[src/rtl/mppt_pkg.sv]
// MPPT phase sequencer shared types and default parameter constants.
// Imported by mppt_seq and mppt_seq_cnt.
package mppt_pkg;

    typedef enum logic [1:0] {
        ST_IDLE = 2'd0,
        ST_RUN  = 2'd1,
        ST_HOLD = 2'd2
    } state_t;

    localparam int CNT_W_DEF  = 14;
    localparam int SETTLE_DEF = 12500;
    localparam int N_CH_DEF   = 4;
    localparam int ITER_W_DEF = 16;

endpackage

[src/rtl/mppt_seq_cnt.sv]
// Per-phase settle counter: counts 0..SETTLE-1 and wraps,
// tc flags the last cycle of the phase.
module mppt_seq_cnt
    import mppt_pkg::*;
#(
    parameter int CNT_W  = CNT_W_DEF,
    parameter int SETTLE = SETTLE_DEF
) (
    input  logic             clk,
    input  logic             rst,
    input  logic             clr,
    input  logic             en,
    output logic [CNT_W-1:0] count,
    output logic             tc
);

    assign tc = (count == CNT_W'(SETTLE - 1));

    always_ff @(posedge clk or posedge rst) begin
        if (rst) begin
            count <= '0;
        end else if (clr) begin
            count <= '0;
        end else if (en) begin
            count <= tc ? '0 : count + 1'b1;
        end
    end

endmodule

[src/rtl/mppt_seq.sv]
// MPPT phase sequencer: steps one-hot enables through N_CH phases.
// Define MPPT_SEQ_HOLD_EN to enable the HOLD state driven by the hold input.
module mppt_seq
    import mppt_pkg::*;
#(
    parameter int CNT_W  = CNT_W_DEF,
    parameter int SETTLE = SETTLE_DEF,
    parameter int N_CH   = N_CH_DEF,
    parameter int ITER_W = ITER_W_DEF,
    localparam int PH_W  = (N_CH > 1) ? $clog2(N_CH) : 1
) (
    input  logic              clk,
    input  logic              rst,
    input  logic              start,
    input  logic              cont,
    input  logic              hold,
    input  logic              abort,
    output logic [N_CH-1:0]   en,
    output logic [PH_W-1:0]   phase,
    output logic [CNT_W-1:0]  c_i,
    output logic              busy,
    output logic              done,
    output logic [ITER_W-1:0] n_iter
);

    state_t            state;
    state_t            state_d;
    logic [PH_W-1:0]   phase_d;
    logic [N_CH-1:0]   en_d;
    logic              busy_d;
    logic              done_d;
    logic              hold_req;
    logic              cnt_clr;
    logic              cnt_en;
    logic              tc;
    logic              last;
    logic              step;

`ifdef MPPT_SEQ_HOLD_EN
    assign hold_req = hold;
`else
    logic unused_hold;
    assign unused_hold = hold;
    assign hold_req    = 1'b0;
`endif

    assign last    = (phase == PH_W'(N_CH - 1));
    assign cnt_clr = (state == ST_IDLE) || abort;
    assign cnt_en  = (state == ST_RUN) && !abort && !hold_req;
    assign step    = cnt_en && tc;

    mppt_seq_cnt #(
        .CNT_W  (CNT_W),
        .SETTLE (SETTLE)
    ) u_cnt (
        .clk   (clk),
        .rst   (rst),
        .clr   (cnt_clr),
        .en    (cnt_en),
        .count (c_i),
        .tc    (tc)
    );

    always_ff @(posedge clk or posedge rst) begin
        if (rst) begin
            state  <= ST_IDLE;
            phase  <= '0;
            en     <= '0;
            busy   <= 1'b0;
            done   <= 1'b0;
            n_iter <= '0;
        end else begin
            state  <= state_d;
            phase  <= phase_d;
            en     <= en_d;
            busy   <= busy_d;
            done   <= done_d;
            n_iter <= n_iter + ITER_W'(done_d);
        end
    end

    // abort outranks hold, which outranks the terminal count
    always_comb begin
        state_d = state;
        unique case (state)
            ST_IDLE: begin
                if (start && !abort) state_d = ST_RUN;
            end
            ST_RUN: begin
                if (abort)            state_d = ST_IDLE;
                else if (hold_req)    state_d = ST_HOLD;
                else if (tc && last)  state_d = cont ? ST_RUN : ST_IDLE;
            end
`ifdef MPPT_SEQ_HOLD_EN
            ST_HOLD: begin
                if (abort)          state_d = ST_IDLE;
                else if (!hold_req) state_d = ST_RUN;
            end
`endif
            default: state_d = ST_IDLE;
        endcase
    end

    always_comb begin
        phase_d = phase;
        if (state_d == ST_IDLE) begin
            phase_d = '0;
        end else if (step) begin
            phase_d = last ? '0 : phase + 1'b1;
        end
        done_d = step && last;
        busy_d = (state_d != ST_IDLE);
        en_d   = (state_d == ST_RUN) ? (N_CH'(1) << phase_d) : '0;
    end

endmodule
[config.mk]
export PLATFORM = sky130hd
export DESIGN_NAME = mppt_seq
export DESIGN_NICKNAME = d
export VERILOG_FILES = /design/src/rtl/mppt_pkg.sv /design/src/rtl/mppt_seq_cnt.sv /design/src/rtl/mppt_seq.sv
export SDC_FILE = /design/constraint.sdc
export NUM_CORES = 1
export LEC_CHECK = 0
export ABC_AREA = 1
export CELL_PAD_IN_SITES_DETAIL_PLACEMENT = 0
export CELL_PAD_IN_SITES_GLOBAL_PLACEMENT = 1
export CORE_MARGIN = 1.5
export CORE_UTILIZATION = 40
export DETAILED_ROUTE_END_ITERATION = 6
export GPL_ROUTABILITY_DRIVEN = 0
export PLACE_DENSITY = 0.94
export SYNTH_ARGS = -nofsm -noshare
export SYNTH_HDL_FRONTEND = slang
export SYNTH_SLANG_ARGS = --single-unit
[constraint.sdc]
create_clock -name clk -period 6.55 [get_ports clk]
set_input_delay 1.31 -clock clk [delete_from_list [all_inputs] [get_ports clk]]
set_output_delay 1.31 -clock clk [all_outputs]
set_load 0.02 [all_outputs]
Word-level counts from Yosys, hierarchy flattened
Index checks and enable logic that the tools add are counted.
Storage, ports and cells
  flip-flop bits (word level): 40
  input bits: 6
  output and inout bits: 38
  logic and storage cells: 38
Cells by class
  add/subtract/negate cells: 3
  equal/unequal tests: 4
  shift operators: 1
  mux-type cells: 12
  reductions and logical operators: 11
Operator list (number)
  two-way mux 14 bit: 3
  adder 16 x 1 -> 16 bit: 1
  adder 14 x 1 -> 14 bit (second input constant): 1
  == test 14 bit (second input constant): 1
  two-way mux 2 bit: 6
  logical AND 1 bit: 5
  == test 2 x 1 -> 1 bit (second input constant): 2
  logical NOT 2 bit: 2
  two-way mux 4 bit: 1
  one-hot mux 2 bit (2 select lines): 1
  nonzero test 2 bit: 2
  << shifter 1 x 2 -> 4 bit (first input constant): 1
  adder 2 x 1 -> 2 bit (second input constant): 1
  == test 2 bit (second input constant): 1
  logical NOT 1 bit: 1
  logical OR 1 bit: 1
  two-way mux 1 bit: 1

Depth between registers and ports, before layout
Gate-level depths: netlist of the first run.
  depth after elaboration: 9
  depth in mapped cells: 14
  gate-level depth less buffers: 14

Hierarchy
From an unflattened synthesis of the first run, not the netlist that was laid out.
Unflattened totals
  cells, all modules: 268
  area total of the unflattened synthesis: 2175.8 µm²
Modules (own cells, without submodules)
  mppt_seq: times used 1, cells an instance 137, area each 1255.0 µm², seq. area each 650.6 µm²
  mppt_seq_cnt: times used 1, cells an instance 131, area each 920.9 µm², seq. area each 350.3 µm²

Worst setup path after synthesis of the first run
Ideal clock, no wire load.
  path kind: input to register
  start: input abort
  end: register n_iter[12]
  setup time: 0.080 ns
  arrival: 2.846 ns
  data required time: 6.470 ns
  setup slack: 3.625 ns
  cell stages on the path: 12
  buffers on the path: 0
  path through: inv_2 -> nand3_2 -> inv_1 -> nand4_1 -> nor2_1 -> ha_1 -> ha_1 -> nand3_1 -> nor2_1 -> nand3_1 -> nor2_1 -> xor2_1
Between the ends
  cells in the longest elaborated chain, start to end: 5
RTL lines
  start: declaration: line mppt_seq.sv:17  | input logic abort,
  logical NOT 1 bit: line mppt_seq.sv:49  | assign cnt_en = (state == ST_RUN) && !abort && !hold_req;
  logical AND 1 bit: line mppt_seq.sv:49
  logical AND 1 bit: line mppt_seq.sv:50  | assign step = cnt_en && tc;
  logical AND 1 bit: line mppt_seq.sv:111  | done_d = step && last;
  named net done_d: line mppt_seq.sv:31  | logic done_d;
  adder 16 x 1 -> 16 bit: line mppt_seq.sv:78  | n_iter <= n_iter + ITER_W'(done_d);
  end signal: assignment: line mppt_seq.sv:78
  end: declaration: line mppt_seq.sv:23  | output logic [ITER_W-1:0] n_iter
The timed path passes the listed nets, and every way through them passes these cells.
A chain may end at the register's enable or synchronous reset.

Worst setup path after layout of the first run
Same ends and word-level chain as after synthesis.

==> impl_metrics.toml, run 1 <==
[global_route]
busiest_layer = "met2"
grt_max_degree = 41
use_met3 = 0.0423
grt-ovfl-total = 0
grt_pass1_vias = 1612
grtUsageMet1 = 0.244
track_usage = 0.179
grt_antenna_before_repair = 0
met2_usage = 0.284
grt_pass1_wl_um = 7630

[layout]
nets = 301
fillers = 486
diodes = 0
layout-drive-gt1-share = 0.141
stdcell_area_mm2 = 0.00268
area_growth_pct = 27.7

[cts]
h-tree-depth = 2
hold_buffers = 0
clkSinkCount = 40
clock_path_buffers = 2
cts_buffers = 5
clkTransAtPathRegs_ps = 80
cts_root_buffer = "clkbuf_8"
cts_resized = 0
clock_latency_ps = 290
postCtsSetupRepairBufs = 0
tritoncts = "built"

[worst_setup_path]
cp_max_fo = 6
slowest_stage = "clkdlybuf4s50_1"
cp-end-kind = "flop"
worstPathRequired_ps = 6760
startpoint = "abort"
slowest_delay_ps = 470
crit_chain = "clkdlybuf4s50_1, inv_2, nand3_2, inv_1, nand4_1, nor2_1, ha_1, ha_1, nand3_1, nor2_1, nand3_1, nor2_1, xor2_1"
cp-endpoint = "n_iter[12]"
critical_path_class = "primary input to flop"
crit_top_cell = "nor2_1"
r2r_slack_ps = 3940
reg2reg_depth = 12
crit_arrival_ps = 3590
rr_endpoint = "n_iter[12]"
crit-reg2reg-launch = "u_cnt.count[0]"
startpoint_type = "primary input"

[sta]
fin_setup_tns_ps = 0
rsz0062_at_grt = "no"
period_share = 0.516
hold_violations = 0
skew_ps = 12.5
period_needed_ps = 3380
hold_slack_ps = 467
maxSlewHeadroom = 0.660
fin_ws_ps = 3170
max_clock_freq_mhz = 296
drv_slew = 0
worstMarginPinSlew_ps = 510
setup_viol = 0

[synthesis]
ys_seq_area_frac = 0.476
synth_area_mm2 = 0.00210
ys_warn_count = 0
synth_seq_cells = 40
synth_fp_nets = 252
syn_inst = 242
synth_cell_types = 27
syn_avg_cell_area_um2 = 8.69

[detailed_routing]
drc = 0
drt-total-wl_um = 4590
via_per_inst = 4.87
first_pass_iters = 6
vias = 1759
post_drt_wl_per_cell_um = 12.7
initialDrtViolationCount = 106
ant_nets = 0

[job]
drv_cap = 0

[floorplanning]
die_area_mm2 = 0.00570
core_mm2 = 0.00507
initial_utilization = 0.414
rows = 26
fp.dieW_um = 75.5
io_pins = 44
die_h_um = 75.5

[min_path]
hold_path_depth = 1
holdCritPathClass = "flop to flop"
min_from = "n_iter[15]"

[place]
hpwlAfterDp_um = 3440
preCtsSetupSlack_ps = 2820
numPortBuffers = 42
placed_cell_area_mm2 = 0.00261

[power_and_ir_drop]
leakage_nw = 1.25
p_per_area_mw_per_mm2 = 160
ir_drop_v = 0.000100

[status]
status = "completed"
worst max-delay path, delay by kind of cell:
kind / cells / cell delay, ps
AND/OR/NAND/NOR: 7 / 1000
buffers and inverters: 3 / 770
adder cells (fa/ha/maj): 2 / 370
XOR/XNOR: 1 / 150
power by group:
part | internal [W] | switching [W]
Clock | 0.0000726 | 0.0000847
Combinational | 0.00000726 | 0.0000163
Sequential | 0.000248 | 0.00000132
Total | 0.000328 | 0.000102
area by class of cell:
cell class	count	area (um2)	area share
clock buffers	6	72.6	0.0270
clock inverters	1	5.00	0.00186
inverters	30	113	0.0420
multi-input cells	171	977	0.364
flip-flops and latches	40	1000	0.373
well taps	70	87.6	0.0326
repair buffers	43	428	0.159
cells in the final DEF (no fill, tap or decap):
master           count
o21ai_2              1
clkbuf_8             5
a21oi_1              8
nand3_2              2
xor2_1              11
nor2_1              26
inv_1               24
nor2_2               6
nor3_1               3
xnor2_1              5
o22ai_1              1
ha_1                 4
nand2_1             45
nor2_4               5
conb_1               1
inv_2                6
nand4_1              8
o21ai_1              1
nand2_4              3
clkbuf_1             1
o21ai_0              4
dfrtp_1             40
nand3b_1             1
o21bai_1             1
nor3_2               5
nand2_2              6
buf_4                1
clkinv_2             1
clkdlybuf4s50_1     42
nand3_1             23
nor4_1               1
Yosys cell counts:
master    number  area share
nor2_4         5       0.027
nand2_1       45       0.080
o21ai_1        1      0.0024
nand3_1       23       0.055
o21ai_0        4      0.0095
nand3_2        2      0.0095
o22ai_1        1      0.0030
nand2_4        3       0.016
xnor2_1        5       0.021
nand2_2        6       0.018
ha_1           4       0.024
nor3_1         3      0.0071
nor4_1         1      0.0030
o21ai_2        1      0.0042
inv_1         24       0.043
a21oi_1        8       0.019
inv_2          6       0.011
nand4_1        8       0.024
nor3_2         5       0.024
buf_6          1      0.0054
nor2_1        26       0.046
nand3b_1       1      0.0036
o21bai_1       1      0.0036
conb_1         1      0.0018
xor2_1        11       0.046
dfrtp_1       40        0.48
nor2_2         6       0.018
per-layer routing:
layer | vias to the layer above | wire length, um
met5 | - | 0
met4 | 0 | 41
met3 | 2 | 229
met2 | 47 | 2250
met1 | 833 | 2060
li1 | 877 | -
state kept, by name, indices dropped and copies added (netlist names):
signal	cells
u_cnt.count	14
busy	1
state	2
en	4
n_iter	16
done	1
phase	2
metrics by stage:
step / total power, W / util / instances
6_report: 0.000431 / 0.529 / 361
3_5_place_dp: 0.000279 / 0.514 / 354
2_1_floorplan: 0.000270 / - / 242
5_1_grt: 0.000450 / 0.529 / 361
4_1_cts: 0.000434 / 0.529 / 361
3_3_place_gp: 0.000279 / 0.514 / 354
logic make-up after synthesis:
group                    after synthesis  synth area share
buffers and inverters                 31            0.0589
AO/OA/AOI/OAI                         16            0.0417
adder cells (fa/ha/maj)                4            0.0238
other                                  1           0.00178
AND/OR/NAND/NOR                      134             0.331
XOR/XNOR                              16            0.0667
flip-flops                            40             0.476
worst min-delay path by stage:
stage	slack, ps	endpoint
2_1_floorplan	580	n_iter[15]
3_3_place_gp	460	n_iter[15]
3_5_place_dp	460	n_iter[15]
4_1_cts	470	n_iter[15]
5_1_grt	510	n_iter[15]
6_report	470	n_iter[15]
Note: power is estimated with default switching activity, not from simulation.
==> inputs of run 2 (changes only) <==
Settings changed: CORE_UTILIZATION 40 to 38, PLACE_DENSITY 0.94 to 0.91.
Clock period 6.55 ns to 3.34 ns, I/O delays scaled along.
==> impl_metrics.toml, run 2 (same netlist as run 1, synthesis figures left out) <==
[sta]
max_clock_freq_mhz = 369
maxSlewHeadroom = 0.660
setup_viol = 0
period_share = 0.811
rsz0062_at_grt = "no"
skew_ps = 6.02
fin_setup_tns_ps = 0
period_needed_ps = 2710
hold_violations = 0
worstMarginPinSlew_ps = 509
drv_slew = 0

[cts]
cts_root_buffer = "clkbuf_8"
clkTransAtPathRegs_ps = 80
clock_path_buffers = 2
hold_buffers = 0
postCtsSetupRepairBufs = 0
cts_resized = 0
tritoncts = "built"
clock_latency_ps = 300
h-tree-depth = 2
clkSinkCount = 40
cts_buffers = 5

[global_route]
grt-ovfl-total = 0
grt_max_degree = 41
grt_antenna_before_repair = 0
grt_pass1_vias = 1604
grt_pass1_wl_um = 7570
track_usage = 0.162

[worst_setup_path]
crit_top_cell = "nor2_1"
worstPathRequired_ps = 3570
crit-reg2reg-launch = "u_cnt.count[0]"
crit_chain = "clkdlybuf4s50_1, inv_2, nand3_2, inv_1, nand4_1, nor2_1, ha_1, ha_1, nand3_1, nor2_1, nand3_1, nor2_1, xor2_1"
startpoint_type = "primary input"
slowest_stage = "clkdlybuf4s50_1"
cp_max_fo = 6
crit_arrival_ps = 2930
startpoint = "abort"
critical_path_class = "primary input to flop"
cp-end-kind = "flop"
crit_family = "simple AND/OR/NAND/NOR gates"
slowest_delay_ps = 470
worst-path-buf-inv = 3

[layout]
final_util = 0.519
fillers = 506
nets = 301
diodes = 0
largest_registers = "n_iter x16, u_cnt.count x14, en x4"
final_cell_mix = "45 x nand2_1, 42 x clkdlybuf4s50_1, 40 x dfrtp_1, 26 x nor2_1, 24 x inv_1"
seqCellArea_mm2 = 0.00100
area_growth_pct = 28.6
largest_reg_flops = 16
layout-drive-gt1-share = 0.147
multiInputGateArea_um2 = 977
final_common_cell = "nand2_1"
regMostFlops = "n_iter"

[detailed_routing]
first_pass_iters = 5
initialDrtViolationCount = 43
drt-total-wl_um = 4440
drc = 0
post_drt_wl_per_cell_um = 12.3
ant_nets = 0
vias = 1737
via_per_inst = 4.80

[job]
drv_cap = 0

[floorplanning]
io_pins = 44
initial_utilization = 0.404
die_h_um = 77.4
fp.dieW_um = 77.4
core_mm2 = 0.00520
die_area_mm2 = 0.00599
rows = 26

[min_path]
holdCritPathClass = "flop to flop"
min_from = "n_iter[15]"

[place]
hpwlAfterDp_um = 3360
numPortBuffers = 42

[status]
status = "completed"

[power_and_ir_drop]
ir_drop_v = 0.000166
p_per_area_mw_per_mm2 = 325
leakage_nw = 1.25
-- run 2: changes by cell type in the layout (fill, tap and decap cells not counted), sizes merged --
cell,delta
clkinv,-1
clkinvlp,+2
-- run 2: worst paths after layout --
| check | end | slack [ps] | depth (start not counted) |
|---|---|---|---|
| worst max-delay path | n_iter[12] | 630 | 13 |
| min in group asynchronous | n_iter[4] | 790 | 3 |
| worst min register to register | n_iter[15] | 470 | 1 |
| worst max register to register | n_iter[12] | 730 | 12 |
| max in group asynchronous | n_iter[0] | 2200 | 3 |
| worst min-delay path | n_iter[15] | 470 | 1 |
-- run 2: cell type report --
| type | count | share of cell area |
|---|---|---|
| sequential | 40 | 0.370 |
| clock inverter | 2 | 0.00555 |
| tap | 70 | 0.0324 |
| multi-input combinational | 171 | 0.361 |
| inverter | 30 | 0.0416 |
| clock buffer | 6 | 0.0305 |
| timing repair buffer | 43 | 0.158 |
-- run 2: per-layer routing --
metal / GRT usage / wire, um / share of wire
met5: 0 / 0 / 0
met4: 0.0545 / 66 / 0.015
met3: 0.0341 / 228 / 0.051
met2: 0.258 / 2060 / 0.46
met1: 0.220 / 2090 / 0.47
-- run 2: worst register-to-register path, cell delays in order, from the launching register on --
cell and delay [ps]:
dfrtp_1 480, ha_1 340, nand3_1 110, nor3_1 190
nand4_1 120, nor2_1 140, ha_1 190, ha_1 180
nand3_1 140, nor2_1 200, nand3_1 130, nor2_1 150
xor2_1 160
-- run 2: report_power, final --
part | switching, W | internal, W | total [W]
Clock | 0.000177 | 0.000167 | 0.000344
Combinational | 0.0000320 | 0.0000142 | 0.0000462
Sequential | 0.00000259 | 0.000487 | 0.000490
-- run 2: per-stage QoR --
step                instances  area (um2)  hold WS (ps)  setup WS (ps)  total power [W]
finish                    362        2700           475            632         0.000880
global route              362        2700           498            370         0.000915
CTS                       362        2700           478            579         0.000892
detailed placement        354        2610           468            271         0.000547
global placement          354        2610           463            336         0.000546
floorplan                 242        2100           578           1020         0.000530
